===== src/rtl/noc_pkg.sv =====
// noc_pkg: shared definitions for the NoC ejection endpoint.
//   - Flit header field layout: dest X sits at the flit LSBs, dest Y directly above it.
//   - get_dest_x / get_dest_y: extract the destination fields from a flit (zero-extended).
//   - DROP_CNT_W: width of the misroute drop counter.
package noc_pkg;

    localparam int unsigned DROP_CNT_W       = 16;
    // Widest flit the field helpers accept; callers zero-extend narrower flits.
    localparam int unsigned MAX_FLIT_W       = 256;
    // Widest coordinate field the helpers return.
    localparam int unsigned DEST_FIELD_MAX_W = 16;
    // dest X starts at bit 0; dest Y starts at bit x_w (depends on the X width).
    localparam int unsigned DEST_X_LSB       = 0;

    function automatic logic [DEST_FIELD_MAX_W-1:0] get_dest_x(
        input logic [MAX_FLIT_W-1:0] flit,
        input int unsigned           x_w
    );
        logic [DEST_FIELD_MAX_W-1:0] f;
        f = '0;
        for (int unsigned i = 0; i < DEST_FIELD_MAX_W; i++) begin
            if (i < x_w) begin
                f[i] = flit[DEST_X_LSB + i];
            end
        end
        return f;
    endfunction

    function automatic logic [DEST_FIELD_MAX_W-1:0] get_dest_y(
        input logic [MAX_FLIT_W-1:0] flit,
        input int unsigned           x_w,
        input int unsigned           y_w
    );
        logic [DEST_FIELD_MAX_W-1:0] f;
        f = '0;
        for (int unsigned i = 0; i < DEST_FIELD_MAX_W; i++) begin
            if (i < y_w) begin
                f[i] = flit[DEST_X_LSB + x_w + i];
            end
        end
        return f;
    endfunction

endpackage


===== src/rtl/noc_sync_fifo.sv =====
// noc_sync_fifo: first-word-fall-through synchronous FIFO.
//   clk, rst   : clock, synchronous active-high reset
//   push       : write wr_data (ignored when full)
//   pop        : advance read pointer (ignored when empty)
//   wr_data    : write data
//   rd_data    : head of queue, valid whenever !empty
//   count      : current occupancy
//   full       : registered, computed from the next-state count (no comb path from push/pop)
//   empty      : occupancy is zero
module noc_sync_fifo #(
    parameter int unsigned D_W   = 32,
    parameter int unsigned DEPTH = 4
) (
    input  logic                       clk,
    input  logic                       rst,
    input  logic                       push,
    input  logic                       pop,
    input  logic [D_W-1:0]             wr_data,
    output logic [D_W-1:0]             rd_data,
    output logic [$clog2(DEPTH+1)-1:0] count,
    output logic                       full,
    output logic                       empty
);

    localparam int unsigned CNT_W = $clog2(DEPTH + 1);
    localparam int unsigned PTR_W = $clog2(DEPTH);

    if (DEPTH < 2 || (DEPTH & (DEPTH - 1)) != 0) begin : g_depth_check
        $error("noc_sync_fifo: DEPTH must be a power of two >= 2");
    end

    logic [D_W-1:0]   mem [DEPTH];
    logic [PTR_W-1:0] wr_ptr_q, rd_ptr_q;
    logic [CNT_W-1:0] count_q, count_d;
    logic             full_q;
    logic             push_ok, pop_ok;

    assign push_ok = push && !full_q;
    assign pop_ok  = pop && (count_q != '0);

    always_comb begin
        count_d = count_q;
        if (push_ok && !pop_ok) begin
            count_d = count_q + CNT_W'(1);
        end else if (pop_ok && !push_ok) begin
            count_d = count_q - CNT_W'(1);
        end
    end

    always_ff @(posedge clk) begin
        if (rst) begin
            wr_ptr_q <= '0;
            rd_ptr_q <= '0;
            count_q  <= '0;
            full_q   <= 1'b0;
        end else begin
            if (push_ok) begin
                wr_ptr_q <= wr_ptr_q + PTR_W'(1);
            end
            if (pop_ok) begin
                rd_ptr_q <= rd_ptr_q + PTR_W'(1);
            end
            count_q <= count_d;
            full_q  <= (count_d == CNT_W'(DEPTH));
        end
    end

    // Storage is intentionally not reset.
    always_ff @(posedge clk) begin
        if (push_ok) begin
            mem[wr_ptr_q] <= wr_data;
        end
    end

    assign rd_data = mem[rd_ptr_q];
    assign count   = count_q;
    assign full    = full_q;
    assign empty   = (count_q == '0);

endmodule


===== src/rtl/noc_eject_port.sv =====
// noc_eject_port: ejection endpoint of a torus router port.
// Accepts single-flit packets over a valid/backpressure link, buffers them in a FWFT FIFO
// and presents them to the local client on a valid/ready interface.
//   clk, rst  : clock, synchronous active-high reset
//   i_v, i_d  : flit valid/data from router; transfer when i_v && !i_b
//   i_b       : backpressure to router; registered FIFO-full flag
//   c_v, c_d  : flit valid/data to client; pop when c_v && c_r
//   c_r       : client ready
//   drop_cnt  : saturating count of discarded misrouted flits
//   err       : sticky misroute flag
// Build option NOC_EJECT_ADDR_CHECK_EN: when defined, flits whose dest X/Y differ from
// MY_X/MY_Y are accepted on the link but discarded and counted. When undefined every
// transferred flit is buffered and drop_cnt/err are tied to zero.
module noc_eject_port
    import noc_pkg::*;
#(
    parameter int unsigned D_W   = 32,
    parameter int unsigned DEPTH = 4,
    parameter int unsigned X_W   = 4,
    parameter int unsigned Y_W   = 4,
    parameter int unsigned MY_X  = 0,
    parameter int unsigned MY_Y  = 0
) (
    input  logic                  clk,
    input  logic                  rst,
    input  logic                  i_v,
    input  logic [D_W-1:0]        i_d,
    output logic                  i_b,
    output logic                  c_v,
    output logic [D_W-1:0]        c_d,
    input  logic                  c_r,
    output logic [DROP_CNT_W-1:0] drop_cnt,
    output logic                  err
);

    if (X_W + Y_W > D_W || X_W > DEST_FIELD_MAX_W || Y_W > DEST_FIELD_MAX_W
        || D_W > MAX_FLIT_W) begin : g_field_check
        $error("noc_eject_port: destination fields do not fit the flit");
    end
    if (MY_X >= (1 << X_W) || MY_Y >= (1 << Y_W)) begin : g_coord_check
        $error("noc_eject_port: MY_X/MY_Y out of range for X_W/Y_W");
    end

    logic                       accept;
    logic                       addr_match;
    logic                       push;
    logic                       pop;
    logic                       fifo_empty;
    logic [$clog2(DEPTH+1)-1:0] fifo_count;
    logic                       unused_fifo_count;

    // i_b is the registered full flag, so accept has no path from c_r.
    assign accept = i_v && !i_b;

`ifdef NOC_EJECT_ADDR_CHECK_EN
    logic [MAX_FLIT_W-1:0]       flit_ext;
    logic [DROP_CNT_W-1:0]       drop_cnt_q;
    logic                        err_q;

    assign flit_ext   = MAX_FLIT_W'(i_d);
    assign addr_match = (get_dest_x(flit_ext, X_W) == DEST_FIELD_MAX_W'(MY_X))
                     && (get_dest_y(flit_ext, X_W, Y_W) == DEST_FIELD_MAX_W'(MY_Y));

    always_ff @(posedge clk) begin
        if (rst) begin
            drop_cnt_q <= '0;
            err_q      <= 1'b0;
        end else if (accept && !addr_match) begin
            if (drop_cnt_q != '1) begin
                drop_cnt_q <= drop_cnt_q + DROP_CNT_W'(1);
            end
            err_q <= 1'b1;
        end
    end

    assign drop_cnt = drop_cnt_q;
    assign err      = err_q;
`else
    assign addr_match = 1'b1;
    assign drop_cnt   = '0;
    assign err        = 1'b0;
`endif

    // Misrouted flits complete the link handshake but are never written.
    assign push = accept && addr_match;
    assign pop  = c_v && c_r;

    noc_sync_fifo #(
        .D_W   (D_W),
        .DEPTH (DEPTH)
    ) u_fifo (
        .clk     (clk),
        .rst     (rst),
        .push    (push),
        .pop     (pop),
        .wr_data (i_d),
        .rd_data (c_d),
        .count   (fifo_count),
        .full    (i_b),
        .empty   (fifo_empty)
    );

    // Occupancy is exported by the FIFO for debug; c_v uses the empty flag.
    assign unused_fifo_count = ^fifo_count;
    assign c_v               = !fifo_empty;

endmodule


===== config.mk =====
export PLATFORM = sky130hd
export DESIGN_NAME = noc_eject_port
export DESIGN_NICKNAME = d
export VERILOG_FILES = /design/src/rtl/noc_pkg.sv /design/src/rtl/noc_sync_fifo.sv /design/src/rtl/noc_eject_port.sv
export SDC_FILE = /design/constraint.sdc
export NUM_CORES = 1
export LEC_CHECK = 0
export ABC_AREA = 1
export ABC_CLOCK_PERIOD_IN_PS = 3300
export BUFFER_PORTS_ARGS = -buffer_cell sky130_fd_sc_hd__buf_2
export CORE_MARGIN = 1
export CORE_UTILIZATION = 48
export DETAILED_ROUTE_END_ITERATION = 8
export PLACE_DENSITY = 0.65
export SLEW_MARGIN = 20
export SYNTH_ARGS = -nofsm -noshare
export SYNTH_HDL_FRONTEND = slang
export SYNTH_SLANG_ARGS = --single-unit

===== constraint.sdc =====
create_clock -name clk -period 3.3 [get_ports clk]
set_clock_uncertainty 0.15 [all_clocks]
set_input_delay 0.165 -clock clk [delete_from_list [all_inputs] [get_ports clk]]
set_output_delay 0.165 -clock clk [all_outputs]
set_load 0.02 [all_outputs]

==> summary.txt <==
Status
  • Status: completed

Timing
  • Max-slew headroom: 30.2%
  • Worst slew pin tran: 1050 ps
  • Unrepaired setup endpoints after global routing: no
  • Final setup vio count: 0
  • Post-layout minimum cycle time: 2470 ps
  • Fmax: 405 MHz
  • Final period utilization: 74.8%
  • Fin worst setup slack: 830 ps
  • Final-report hold violation count: 0
  • Final Max Tran Viols: 0
  • Sum Neg Setup Slack: 0 ps

CTS
  • Cts repair resizes: 0
  • CTS tree: done
  • Cell chosen for the clock root: clkbuf_8
  • Post-CTS Setup Inserts: 0
  • Worst-Skew Late Latency: 510 ps
  • Longest Clk Path Bufs: 2
  • CTS buffer count: 17
  • Worst-path clk slew: 60 ps
  • Clock H-tree levels: 4
  • Clk sinks: 138
  • Hold_buf cts: 35

Critical path
  • Crit. End Element: output port
  • Crit path cell chain: buf_4 -> o21ai_0 -> o22ai_1 -> buf_2
  • Reg2reg start: u_fifo.wr_ptr_q[0]
  • CP Launch Type: flop
  • Crit path max fanout: 49
  • CP max stage delay: 520 ps
  • Critical path data arrival time: 2150 ps
  • Critical path type: reg -> out
  • Slowest library cell on the worst path: dfxtp_2
  • Critical Path RT: 2980 ps

Power
  • Pwr Total: 4.58 mW
  • Worst VDD drop: 0.416 mV
  • Power per cell area: 683 nW/um^2
  • P_leak: 2.49 nW

Global route
  • First-pass GRT wire length: 16100 um
  • Largest net degree at the start of global routing: 65
  • Vias in the first global route: 3219
  • Grt ovf: 0
  • Initial antenna violation count: 0
  • Tot GR Track Use: 18.7%

Die
  • Die height: 108 um
  • Initial Utilization: 49.6%
  • Io pins: 87
  • Die area: 11700 um^2
  • Die extent in x: 108 um
  • Core ar.: 10900 um^2
  • Cell Rows: 38

Synth
  • Post-synth EDFFs: 128
  • Synth Cell Area: 5400 um^2
  • Sequential area share after synthesis: 74.9%
  • Dominant synthesized flop cell: edfxtp_1
  • Distinct cell type count after synthesis: 23
  • Ys Warns: 0
  • Avg Cell Area, Syn: 13.6 um^2
  • Count leader, synth: edfxtp_1
  • Top cells by count, synth: 128 x edfxtp_1, 73 x nor2_1, 38 x o21ai_0, 32 x o22ai_1, 29 x o21ai_1
  • Synthesized flop and latch total: 138
  • Mapped Cells: 398
  • Area share of the largest cell type after synthesis: 71.2%
  • Synth area leader: edfxtp_1
  • Ys async rst share: 0%
  • Top cells by area, synth: edfxtp_1 71%, nor2_1 5.1%, dfxtp_1 3.7%

Detailed routing
  • DRT iter0 DRCs: 210
  • Number of detailed-route iterations in the first pass: 4
  • DR WL/cell: 15.5 um
  • Via density: 5.09
  • Via count: 3349
  • Detail Route Antenna Nets: 0
  • Post-Route WL: 10200 um
  • DRC Markers: 0

Run
  • MaxCap Viol Count: 0

Hold path
  • Hold Startpoint: i_v
  • Hold crit path type: in -> reg

Placed design
  • Pre-CTS setup slack: 1240 ps
  • Placed wire-length estimate: 5900 um
  • Placer congestion estimate: 0.688
  • IO buf count: 69

Layout
  • Layout area overhead: 24.2%
  • N_diodes: 0
  • Share of cells above drive strength 1: 23.0%
  • Final Util: 61.6%
  • Final-stage net count: 548
## final timing paths
path | endpoint | slack, ps | cells after the start
worst min-delay path | u_fifo.wr_ptr_q[1] | 30 | 3
worst max-delay path | c_d[30] | 830 | 4
worst max register to register | u_fifo.mem[0][6] | 1270 | 5
worst min register to register | u_fifo.rd_ptr_q[0] | 330 | 1
## kinds of logic (layout without fill, tap and decap cells)
kind of cell / after synthesis / in the layout / share of synthesized area, %
flops: 138 / 138 / 74.9
compound gates: 103 / 103 / 10.3
simple gates: 94 / 94 / 7.16
buf+inv: 54 / 158 / 5.84
fa+ha+maj: 7 / 7 / 1.62
other cells: 1 / 17 / 0.0694
xor+xnor: 1 / 1 / 0.162
## where the power goes
part	switching [mW]	internal, mW
registers	0.0417	2.02
logic	0.526	0.246
clock network	0.728	1.01
total	1.30	3.28
## routing by layer
metal | routed length, um | global-route usage (%) | vias to the layer above
met2 | 5120 | 30.8 | 80
li1 | - | - | 1635
met5 | 0 | 0 | -
met1 | 4600 | 24.5 | 1622
met4 | 102 | 7.34 | 0
met3 | 396 | 3.74 | 12
## cell usage in the layout (no fill, tap or decap)
| cell | Yosys | layout |
|---|---|---|
| edfxtp_1 | 128 | 128 |
| nor2_1 | 73 | 69 |
| buf_2 | 8 | 69 |
| o21ai_0 | 38 | 38 |
| dlygate4sd3_1 | 0 | 35 |
| o22ai_1 | 32 | 32 |
| o21ai_1 | 29 | 29 |
| conb_1 | 1 | 17 |
| clkbuf_16 | 0 | 16 |
| inv_1 | 13 | 13 |
| dfxtp_1 | 10 | 9 |
| nand2_1 | 8 | 8 |
| nand3_1 | 7 | 7 |
| ha_1 | 7 | 7 |
| inv_6 | 0 | 5 |
| clkinv_4 | 0 | 5 |
| buf_4 | 24 | 5 |
| nor2_4 | 0 | 4 |
| a21oi_1 | 4 | 4 |
| inv_4 | 2 | 2 |
| inv_2 | 2 | 2 |
| nand2_2 | 2 | 2 |
| nand2_4 | 2 | 2 |
| clkinvlp_4 | 0 | 2 |
| nor2_2 | 1 | 1 |
| xor2_1 | 1 | 1 |
| nand4_1 | 1 | 1 |
| dfxtp_2 | 0 | 1 |
| clkbuf_8 | 0 | 1 |
| clkinv_2 | 0 | 1 |
| bufinv_16 | 0 | 1 |
| clkbuf_1 | 4 | 1 |
## critical path: cells and delay by family (launching register included)
family | cells | cell delay [ps]
AOI/OAI and AO/OA | 2 | 430
buffers and inverters | 2 | 690
DFF | 1 | 520
## final cells by class
cell class | instances | area [um^2]
multi-input combinational | 222 | 1130
inverter | 17 | 68.8
fill | 835 | 4180
clock buffer | 18 | 418
sequential | 138 | 4050
tap | 140 | 175
timing repair buffer | 109 | 733
clock inverter | 14 | 138
## flip-flops by register name (all words and copies together), names as in the netlist, named ones only
name	count
u_fifo.mem	128
u_fifo.count	3
u_fifo.rd_ptr_q	2
u_fifo.wr_ptr_q	2
u_fifo.full	1
## metrics by stage
| stage | area (um^2) | std cells | hold slack, ps |
|---|---|---|---|
| global placement | 5800 | 591 | 225 |
| floorplan | 5460 | 414 | 87.4 |
| global route | 6710 | 658 | 70.6 |
| finish | 6710 | 658 | 32.8 |
| detailed placement | 5800 | 591 | 235 |
| CTS | 6710 | 658 | 22.5 |
Power figures use the tool's default switching activity.
